--- config.mk ---
export PLATFORM = sky130hd
export DESIGN_NAME = clkdiv_prog
export DESIGN_NICKNAME = d
export VERILOG_FILES = /design/src/rtl/clkdiv_prog_pkg.sv /design/src/rtl/clkdiv_prog_chan.sv /design/src/rtl/clkdiv_prog.sv
export SDC_FILE = /design/constraint.sdc
export NUM_CORES = 1
export LEC_CHECK = 0
export CORE_MARGIN = 3
export CORE_UTILIZATION = 48
export CTS_CLUSTER_DIAMETER = 150
export DETAILED_ROUTE_END_ITERATION = 10
export PLACE_DENSITY = 0.78
export SLEW_MARGIN = 10
export SYNTH_ARGS = -nofsm -noshare
export SYNTH_HDL_FRONTEND = slang
export SYNTH_HIERARCHICAL = 1
export SYNTH_SLANG_ARGS = --single-unit
--- constraint.sdc ---
create_clock -name clk -period 11.3 [get_ports clk]
set_clock_uncertainty 0.15 [all_clocks]
set_input_delay 2.825 -clock clk [delete_from_list [all_inputs] [get_ports clk]]
set_output_delay 2.825 -clock clk [all_outputs]
set_load 0.02 [all_outputs]
--- src/rtl/clkdiv_prog_pkg.sv ---
// Shared types and helpers for the programmable clock-enable generator.
// Holds the load-mode encoding, the channel phase set and the select-width helper.
package clkdiv_prog_pkg;

   localparam int unsigned DEF_DIV_RESET = 4;

   typedef enum logic {
      LD_DEFER = 1'b0,
      LD_NOW   = 1'b1
   } ld_mode_e;

   typedef enum logic [1:0] {
      CH_PARKED = 2'd0,
      CH_HOLD   = 2'd1,
      CH_RUN    = 2'd2,
      CH_TERM   = 2'd3
   } ch_phase_e;

   // Width of a channel index; never less than one bit so a single channel still has a port.
   function automatic int unsigned sel_width(input int unsigned n);
      return (n <= 1) ? 1 : $clog2(n);
   endfunction

endpackage

--- src/rtl/clkdiv_prog_chan.sv ---
// One divider channel: programmable divisor, deferred or immediate reload, tick strobe and square wave.
//
// phase     | meaning
// CH_PARKED | div_act == 0, counter and square wave held at zero
// CH_HOLD   | en low, count and square wave frozen
// CH_RUN    | counting towards the terminal count
// CH_TERM   | terminal edge: tick, toggle sq, pick up any pending divisor
module clkdiv_prog_chan
   import clkdiv_prog_pkg::*;
#(
   parameter int unsigned DW      = 16,
   parameter int unsigned DEF_DIV = DEF_DIV_RESET
) (
   input  logic          clk,
   input  logic          rst_n,
   input  logic          en,
   input  logic          ld,
   input  logic          ld_now,
   input  logic [DW-1:0] ld_div,
   output logic          tick,
   output logic          sq
);

   logic [DW-1:0] div_act_q, div_act_d;
   logic [DW-1:0] div_pend_q, div_pend_d;
   logic          pend_vld_q, pend_vld_d;
   logic [DW-1:0] ch_cnt_q, ch_cnt_d;
   logic          tick_q, tick_d;
   logic          sq_q, sq_d;
   ch_phase_e     phase;

   always_comb begin
      if (div_act_q == '0) begin
         phase = CH_PARKED;
      end else if (!en) begin
         phase = CH_HOLD;
      end else if (ch_cnt_q == div_act_q - DW'(1)) begin
         phase = CH_TERM;
      end else begin
         phase = CH_RUN;
      end
   end

   always_comb begin
      div_act_d  = div_act_q;
      div_pend_d = div_pend_q;
      pend_vld_d = pend_vld_q;
      ch_cnt_d   = ch_cnt_q;
      tick_d     = 1'b0;
      sq_d       = sq_q;

      unique case (phase)
         CH_PARKED: begin
            ch_cnt_d = '0;
            sq_d     = 1'b0;
            if (en && pend_vld_q) begin
               div_act_d  = div_pend_q;
               pend_vld_d = 1'b0;
            end
         end
         CH_HOLD: begin
            ch_cnt_d = ch_cnt_q;
         end
         CH_RUN: begin
            ch_cnt_d = ch_cnt_q + DW'(1);
         end
         CH_TERM: begin
            ch_cnt_d = '0;
            tick_d   = 1'b1;
            sq_d     = ~sq_q;
            if (pend_vld_q) begin
               div_act_d  = div_pend_q;
               pend_vld_d = 1'b0;
            end
         end
         default: begin
            ch_cnt_d = ch_cnt_q;
         end
      endcase

      // A load overrides the free-running update; a deferred load landing on a
      // terminal edge takes effect at once so the new period starts right away.
      if (ld) begin
         if (ld_mode_e'(ld_now) == LD_NOW) begin
            div_act_d  = ld_div;
            ch_cnt_d   = '0;
            tick_d     = 1'b0;
            sq_d       = sq_q;
            pend_vld_d = 1'b0;
         end else if (phase == CH_TERM) begin
            div_act_d  = ld_div;
            pend_vld_d = 1'b0;
         end else begin
            div_pend_d = ld_div;
            pend_vld_d = 1'b1;
         end
      end
   end

   always_ff @(posedge clk or negedge rst_n) begin
      if (!rst_n) begin
         div_act_q  <= DW'(DEF_DIV);
         div_pend_q <= DW'(DEF_DIV);
         pend_vld_q <= 1'b0;
         ch_cnt_q   <= '0;
         tick_q     <= 1'b0;
         sq_q       <= 1'b0;
      end else begin
         div_act_q  <= div_act_d;
         div_pend_q <= div_pend_d;
         pend_vld_q <= pend_vld_d;
         ch_cnt_q   <= ch_cnt_d;
         tick_q     <= tick_d;
         sq_q       <= sq_d;
      end
   end

   assign tick = tick_q;
   assign sq   = sq_q;

endmodule

--- src/rtl/clkdiv_prog.sv ---
// Free-running counter plus NCH programmable clock-enable channels.
// Load requests are decoded by channel index; out-of-range indices are dropped.
module clkdiv_prog
   import clkdiv_prog_pkg::*;
#(
   parameter  int unsigned WIDTH   = 32,
   parameter  int unsigned NCH     = 4,
   parameter  int unsigned DW      = 16,
   parameter  int unsigned DEF_DIV = DEF_DIV_RESET,
   localparam int unsigned CHW     = sel_width(NCH)
) (
   input  logic             clk,
   input  logic             rst_n,
   input  logic             en,
   input  logic             ld_en,
   input  logic [CHW-1:0]   ld_ch,
   input  logic [DW-1:0]    ld_div,
   input  logic             ld_now,
   output logic [WIDTH-1:0] cnt,
   output logic [NCH-1:0]   tick,
   output logic [NCH-1:0]   sq
);

   logic [WIDTH-1:0] cnt_q, cnt_d;
   logic [NCH-1:0]   ld_vec;

   assign cnt_d = cnt_q + WIDTH'(1);

   always_ff @(posedge clk or negedge rst_n) begin
      if (!rst_n) begin
         cnt_q <= '0;
      end else begin
         cnt_q <= cnt_d;
      end
   end

   assign cnt = cnt_q;

   always_comb begin
      ld_vec = '0;
      for (int i = 0; i < int'(NCH); i++) begin
         ld_vec[i] = ld_en && (ld_ch == CHW'(i));
      end
   end

   for (genvar g = 0; g < int'(NCH); g++) begin : g_chan
      clkdiv_prog_chan #(
         .DW      (DW),
         .DEF_DIV (DEF_DIV)
      ) u_chan (
         .clk    (clk),
         .rst_n  (rst_n),
         .en     (en),
         .ld     (ld_vec[g]),
         .ld_now (ld_now),
         .ld_div (ld_div),
         .tick   (tick[g]),
         .sq     (sq[g])
      );
   end

endmodule
==> results of run 1 <==
## final cells by class
type / count / share of cell area
clock buffers: 40 / 0.05067
clock inverters: 7 / 0.005289
inverters: 25 / 0.006398
multi-input cells: 974 / 0.4590
flip-flops and latches: 236 / 0.4033
well taps: 335 / 0.02858
repair buffers: 70 / 0.04675
## cells by family after synthesis
group	share of synthesized area
DFF	0.4574
AOI/OAI and AO/OA	0.1240
adders and majority gates	0.02419
muxes	0.06502
xor gates and xnor gates	0.1063
buffers and inverters	0.02641
and+or+nand+nor	0.1966
## layer usage
layer	vias to the layer above	part of all wire	GRT usage
li1	4716	-	-
met1	4925	0.44	0.2792
met2	243	0.48	0.3478
met3	63	0.044	0.02950
met4	0	0.033	0.06808
met5	-	0	0
## layout by cell type (no fill, tap or decap), types with 14 or more instances in the layout
cell type        count
ha_1                25
clkdlybuf4s50_1     61
nor3_1              42
or3_1               17
nand2b_1            14
xor2_1              82
nand4_1             16
o21ai_0             22
nor2_1             162
inv_1               25
a21oi_1             84
nand2_1             62
a22oi_1             65
clkbuf_16           26
xnor2_1             75
dfrtp_1            228
nand3_1             36
mux2_2              64
## per-stage QoR
step / power, uW / cell area, sq um / setup slack [ns] / util / hold WS, ns
6_report: 2589 / 14670 / 5.507 / 0.5581 / 0.3354
5_1_grt: 2741 / 14670 / 5.320 / 0.5581 / 0.3558
4_1_cts: 2609 / 14650 / 5.696 / 0.5573 / 0.3404
3_5_place_dp: 1783 / 13820 / 5.135 / 0.5260 / 0.3224
3_3_place_gp: 1751 / 13820 / 5.271 / 0.5260 / 0.3108
2_1_floorplan: 1606 / 12930 / 6.302 / - / 0.3311
## state kept, by name, summed over array words and instances, names as in the netlist
signal and cells:
g_chan.u_chan/ch_cnt_q 64, g_chan.u_chan/div_act_q 64, g_chan.u_chan/div_pend_q 64, cnt 32, g_chan.u_chan/pend_vld_q 4, g_chan.u_chan/sq 4
g_chan.u_chan/tick 4
## synth_stat cells, drive strengths merged, types with 4 or more instances
library cell,number
nand2b,14
mux2i,12
mux2,64
a22oi,65
nor3,47
and3,12
dfstp,8
and4,9
and2,9
nor2b,8
nand4,17
buf,10
nand4b,6
a31oi,6
ha,25
o31ai,8
and3b,4
xor2,82
dfrtp,228
nor4,22
xnor2,75
or4,16
o21ai,30
or3,17
inv,25
nand3,39
nor4b,5
nand3b,5
clkbuf,45
nand2,63
a21oi,84
a31o,9
nor2,163
nor3b,9
## power groups by stage
stage | registers (uW) | clock network (uW) | logic [uW]
after detailed placement | 1130 | 0 | 649
after global placement | 1130 | 0 | 622
after floorplan | 1080 | 0 | 522
final | 1120 | 808 | 656
after CTS | 1120 | 834 | 654
after global routing | 1140 | 871 | 729
## worst register-to-register path: cells and delay by family, from the launching register on
| family | cells | cell delay [ns] |
|---|---|---|
| AO/OA/AOI/OAI | 5 | 0.97 |
| flip-flops | 1 | 0.51 |
| AND/OR/NAND/NOR | 4 | 2.11 |
| adder cells (fa/ha/maj) | 2 | 0.72 |
| buffers and inverters | 1 | 0.12 |
| XOR/XNOR | 1 | 0.20 |
## worst max path at each step
stage               start                               to  slack [ns]
floorplan              en  g_chan[0].u_chan/div_pend_q[10]        6.30
global placement       en  g_chan[1].u_chan/div_pend_q[14]        5.27
detailed placement     en    g_chan[1].u_chan/div_act_q[5]        5.14
CTS                    en    g_chan[1].u_chan/div_act_q[7]        5.70
global route           en    g_chan[1].u_chan/div_act_q[7]        5.32
finish                 en    g_chan[1].u_chan/div_act_q[7]        5.51
==> flow_metrics.tcl, run 1 <==
set metrics [dict create \
    status "complete, no violations" \
    crit_cells 9 \
    p_int_uw 1759 \
    required_ns 11.59 \
    yosysUniqueCellTypes 78 \
    ant_nets 0 \
    synth_nets 1338 \
    post-cts-setup-buffers 0 \
    ys_ff_latch 236 \
    dieArea_sq_mm 0.02895 \
    post_cts_resized 0 \
    nets 1381 \
    row_count 59 \
    antenna_cells 0 \
    critPathLaunchType "primary input" \
    seq_area_frac_synth 0.4574 \
    synthTopCellsByArea "dfrtp_1 44%, mux2_2 5.6%, xor2_1 5.6%, xnor2_1 5.1%, nor2_1 4.7%" \
    synth_ff_type "dfrtp_1" \
    syn_to_final_growth_pct 13.41 \
    p_leak_uw 0.006229 \
    min_from "cnt[29]" \
    num_vias 9947 \
    path_cells "clkdlybuf4s50_1, nand2b_1, inv_1, ha_1, a21oi_1, nor3b_1, buf_4, a22oi_1, a21oi_1" \
    path_buf_inv 3 \
    grt_usage 0.2076 \
    die_x_microns 170.1 \
    period_minus_slack_ns 5.793 \
    r2r-end "g_chan[0].u_chan/div_act_q[14]" \
    crit_top_cell "a21oi_1" \
    start_util 0.4921 \
    numPortBuffers 62 \
    setup_viol 0 \
    syn_inst 1290 \
    yosysWarnings 6 \
    period_share 0.5127 \
    p_per_area_mw_per_mm2 176.5 \
    worstPathMaxFanout 19 \
    cts.clk_slew.worst_paths_ns 0.06 \
    cts_hold_buf 0 \
    nFillCells 2236 \
    first_pass_iters 5 \
    h-tree-depth 1 \
    rr_startpoint "g_chan[0].u_chan/div_act_q[0]" \
    worst_path_max_delay_cell "clkdlybuf4s50_1" \
    hold_viol 0 \
    via_per_inst 5.896 \
    clk_latency_ns 0.52 \
    finalMaxSlewViolations 0 \
    pwr-share-comb 0.253 \
    async_flop_share 1.000 \
    dpl.hpwl_mm 20.16 \
    cts_tree "done" \
    p_clk_frac 0.312 \
    switching_power_uw 829.4 \
    cts_buffer_depth 3 \
    critPathKind "in -> reg" \
    fmax_ghz 0.1726 \
    critPathCaptureType "flip-flop" \
    grt_start_max_net_pins 117 \
    antenna_found_initial 0 \
    holdPathEnd "cnt[29]" \
    overflow 0 \
    seqPwrFrac 0.435 \
    fin_cells 1687 \
    seqCellArea_sq_mm 0.005916 \
    drt_iter0_drc 667 \
    cts_sinks 236 \
    yosys.area.top_type "dfrtp_1" \
    place_congestion 0.8426 \
    synth_top_area_frac 0.4412 \
    num_io_pins 63 \
    synth_area_sq_mm 0.01293 \
    cts_made_buffers 26 \
    crit_path_max_incr_delay_ns 1.01 \
    die_h_microns 170.1 \
    rrSetupSlack_ns 6.46 \
    grt_pass1_wl_mm 49.95 \
    grt_pass1_vias 9886 \
    synth.avg_cell_area_sq_um 10.03 \
    wl_per_cell_microns 17.84 \
    arrival_ns 6.08 \
    drive_gt1_frac 0.1206 \
    wl_mm 30.10 \
    drv_cap 0 \
    tightest_slew_ns 1.214 \
    dpl.cell_count 1640 \
    hold_depth 1 \
    multi_input_area_sq_mm 0.006731 \
    slew_headroom 0.1904 \
    hp-class "reg -> reg" \
    ir_worst_vdd_mv 0.1201 \
    setup_tns_ns 0 \
    root_buffer "clkbuf_16" \
    core_region_area_sq_mm 0.02628 \
    ff2ff_path_depth 13 \
    synth_edf_count 0 \
    sw_frac_of_total 0.3204 \
    rsz0062_at_grt "no" \
    remaining_drc_errors 0 \
    crit_family "buffers and inverters" \
]
(Power assumes the default switching activity.)
==> run 2, diff against run 1 <==
==> constraint.sdc (replaced) <==
create_clock -name clk -period 5.4 [get_ports clk]
set_clock_uncertainty 0.15 [all_clocks]
set_input_delay 1.35 -clock clk [delete_from_list [all_inputs] [get_ports clk]]
set_output_delay 1.35 -clock clk [all_outputs]
set_load 0.02 [all_outputs]
==> run 2 against run 1 <==
  * Die area stayed put
  * Sequential share of layout area is 0.47 points lower
  * Global-route usage is 0.20 points higher
  * Register-to-register slack worse by 5.4 ns
  * Sequential power is 110% higher
  * Critical path type is now reg -> reg
  * Largest cell class unchanged
==> flow_metrics.tcl, run 2 (synthesis results as in run 1) <==
set metrics [dict create \
    row_count 59 \
    die_x_microns 170.1 \
    grt_pass1_vias 10015 \
    cts_tree "done" \
    cts_sinks 236 \
    die_h_microns 170.1 \
    setup_viol 0 \
    hold_slack_ns 0.3280 \
    status "complete, no violations" \
    worstPathMaxFanout 16 \
    finalMaxSlewViolations 0 \
    root_buffer "clkbuf_16" \
    grt_start_max_net_pins 98 \
    overflow 0 \
    drt_iter0_drc 623 \
    report.power.total_uw 5602 \
    r2r-end "g_chan[0].u_chan/div_act_q[6]" \
    crit_start "g_chan[0].u_chan/div_act_q[0]" \
    syn_to_final_growth_pct 14.74 \
    drive_gt1_frac 0.1328 \
    p_leak_uw 0.006323 \
    cts_buffer_depth 3 \
    nets 1392 \
    drv_cap 0 \
    dpl.hpwl_mm 20.52 \
    dieArea_sq_mm 0.02895 \
    h-tree-depth 1 \
    stdcell_area_sq_mm 0.01484 \
    antenna_found_initial 0 \
    setup_tns_ns 0 \
    p_per_area_mw_per_mm2 377.5 \
    critPathLaunchType "flip-flop" \
    grt_pass1_wl_mm 50.28 \
    crit_path_max_incr_delay_ns 0.54 \
    final_common_cell "dfrtp_1" \
    tightest_slew_ns 0.8333 \
    reg.largest.list "g_chan.u_chan/ch_cnt_q (64), g_chan.u_chan/div_act_q (64), g_chan.u_chan/div_pend_q (64)" \
    place_area_sq_mm 0.01393 \
    worst_path_max_delay_cell "or3b_2" \
    path_cells "inv_1, ha_1, or3b_2, nor4_2, xnor2_1, nand4_1, a211oi_2, a31o_1, ha_1, nor2b_1, o21ai_0, nand2_1, a22oi_1, a21oi_1" \
    rrSetupSlack_ns 1.10 \
    hp-class "reg -> reg" \
    cts_hold_buf 0 \
    cts_made_buffers 25 \
    numPortBuffers 62 \
    num_vias 9984 \
    dpl.cell_count 1652 \
    place_congestion 0.9132 \
    ff2ff_path_depth 14 \
    remaining_drc_errors 0 \
    fin_cells 1698 \
    crit_end "g_chan[0].u_chan/div_act_q[6]" \
    num_io_pins 63 \
    slew_headroom 0.4427 \
    period_minus_slack_ns 4.298 \
    clk_latency_ns 0.53 \
    wl_mm 30.30 \
    nFillCells 2222 \
    wl_per_cell_microns 17.85 \
    seqCellArea_sq_mm 0.005916 \
    ant_nets 0 \
    rr_startpoint "g_chan[0].u_chan/div_act_q[0]" \
    critPathCaptureType "flip-flop" \
    cts.clk_slew.worst_paths_ns 0.06 \
    post-cts-setup-buffers 0 \
    post_cts_resized 0 \
    required_ns 5.69 \
    mostFrequentLayoutCells "228 x dfrtp_1, 162 x nor2_1, 84 x a21oi_1" \
    rsz0062_at_grt "no" \
    critPathKind "reg -> reg" \
    multi_input_area_sq_mm 0.006710 \
    grt_usage 0.2096 \
    arrival_ns 4.59 \
    first_pass_iters 5 \
    antenna_cells 0 \
    start_util 0.4921 \
    via_per_inst 5.880 \
    hold_viol 0 \
    period_share 0.7959 \
    ir_worst_vdd_mv 0.2545 \
    fmax_ghz 0.2327 \
    crit_top_cell "ha_1" \
    core_region_area_sq_mm 0.02628 \
]
==> run 2: cell count changes in the layout (fill, tap and decap cells not counted), sizes merged <==
cell,before,now
clkinvlp,0,3
clkbuf,40,33
buf,9,21
bufinv,1,5
clkinv,5,4
==> run 2: layer usage <==
| metal | up-vias | GRT usage | routed length [microns] |
|---|---|---|---|
| li1 | 4733 | - | - |
| met1 | 4932 | 0.2744 | 13080 |
| met2 | 252 | 0.3573 | 14810 |
| met3 | 67 | 0.03275 | 1447 |
| met4 | 0 | 0.06949 | 966 |
| met5 | - | 0 | 0 |
==> run 2: through the flow <==
| stage | util | setup slack, ns |
|---|---|---|
| after floorplan | - | 1.223 |
| after global placement | 0.5299 | 1.020 |
| after detailed placement | 0.5299 | 0.9314 |
| after CTS | 0.5646 | 1.166 |
| after global routing | 0.5646 | 0.7800 |
| final | 0.5646 | 1.102 |
==> run 2: final cells by class <==
type                       instances  area share
clock buffer                      33     0.04756
clock inverter                    13     0.01383
inverter                          25    0.006324
multi-input combinational        974      0.4522
sequential                       236      0.3987
tap                              335     0.02825
timing repair buffer              82     0.05312
==> run 2: worst max-delay path, delay by kind of cell (launching register included) <==
kind | cells | cell delay, ns
buffers and inverters | 1 | 0.10
flip-flops | 1 | 0.48
XOR/XNOR | 1 | 0.17
adder cells (fa/ha/maj) | 2 | 0.68
AO/OA/AOI/OAI | 5 | 0.87
AND/OR/NAND/NOR | 5 | 1.76
==> run 2: where the power goes <==
part / total (uW) / internal (uW) / switching (uW) / leakage [uW]
combinational: 1380 / 650 / 729 / 0.00281
sequential: 2350 / 2040 / 306 / 0.00308
clock: 1870 / 1160 / 713 / 0.000439
==> run 2: worst min path at each step <==
stage,to,slack [ns],startpoint,cells past startpoint
finish,cnt[31],0.33,cnt[31],1
global route,cnt[31],0.36,cnt[31],1
CTS,cnt[31],0.33,cnt[31],1
detailed placement,cnt[31],0.32,cnt[31],1
global placement,cnt[31],0.31,cnt[31],1
floorplan,g_chan[3].u_chan/div_pend_q[10],0.33,g_chan[3].u_chan/div_pend_q[10],1
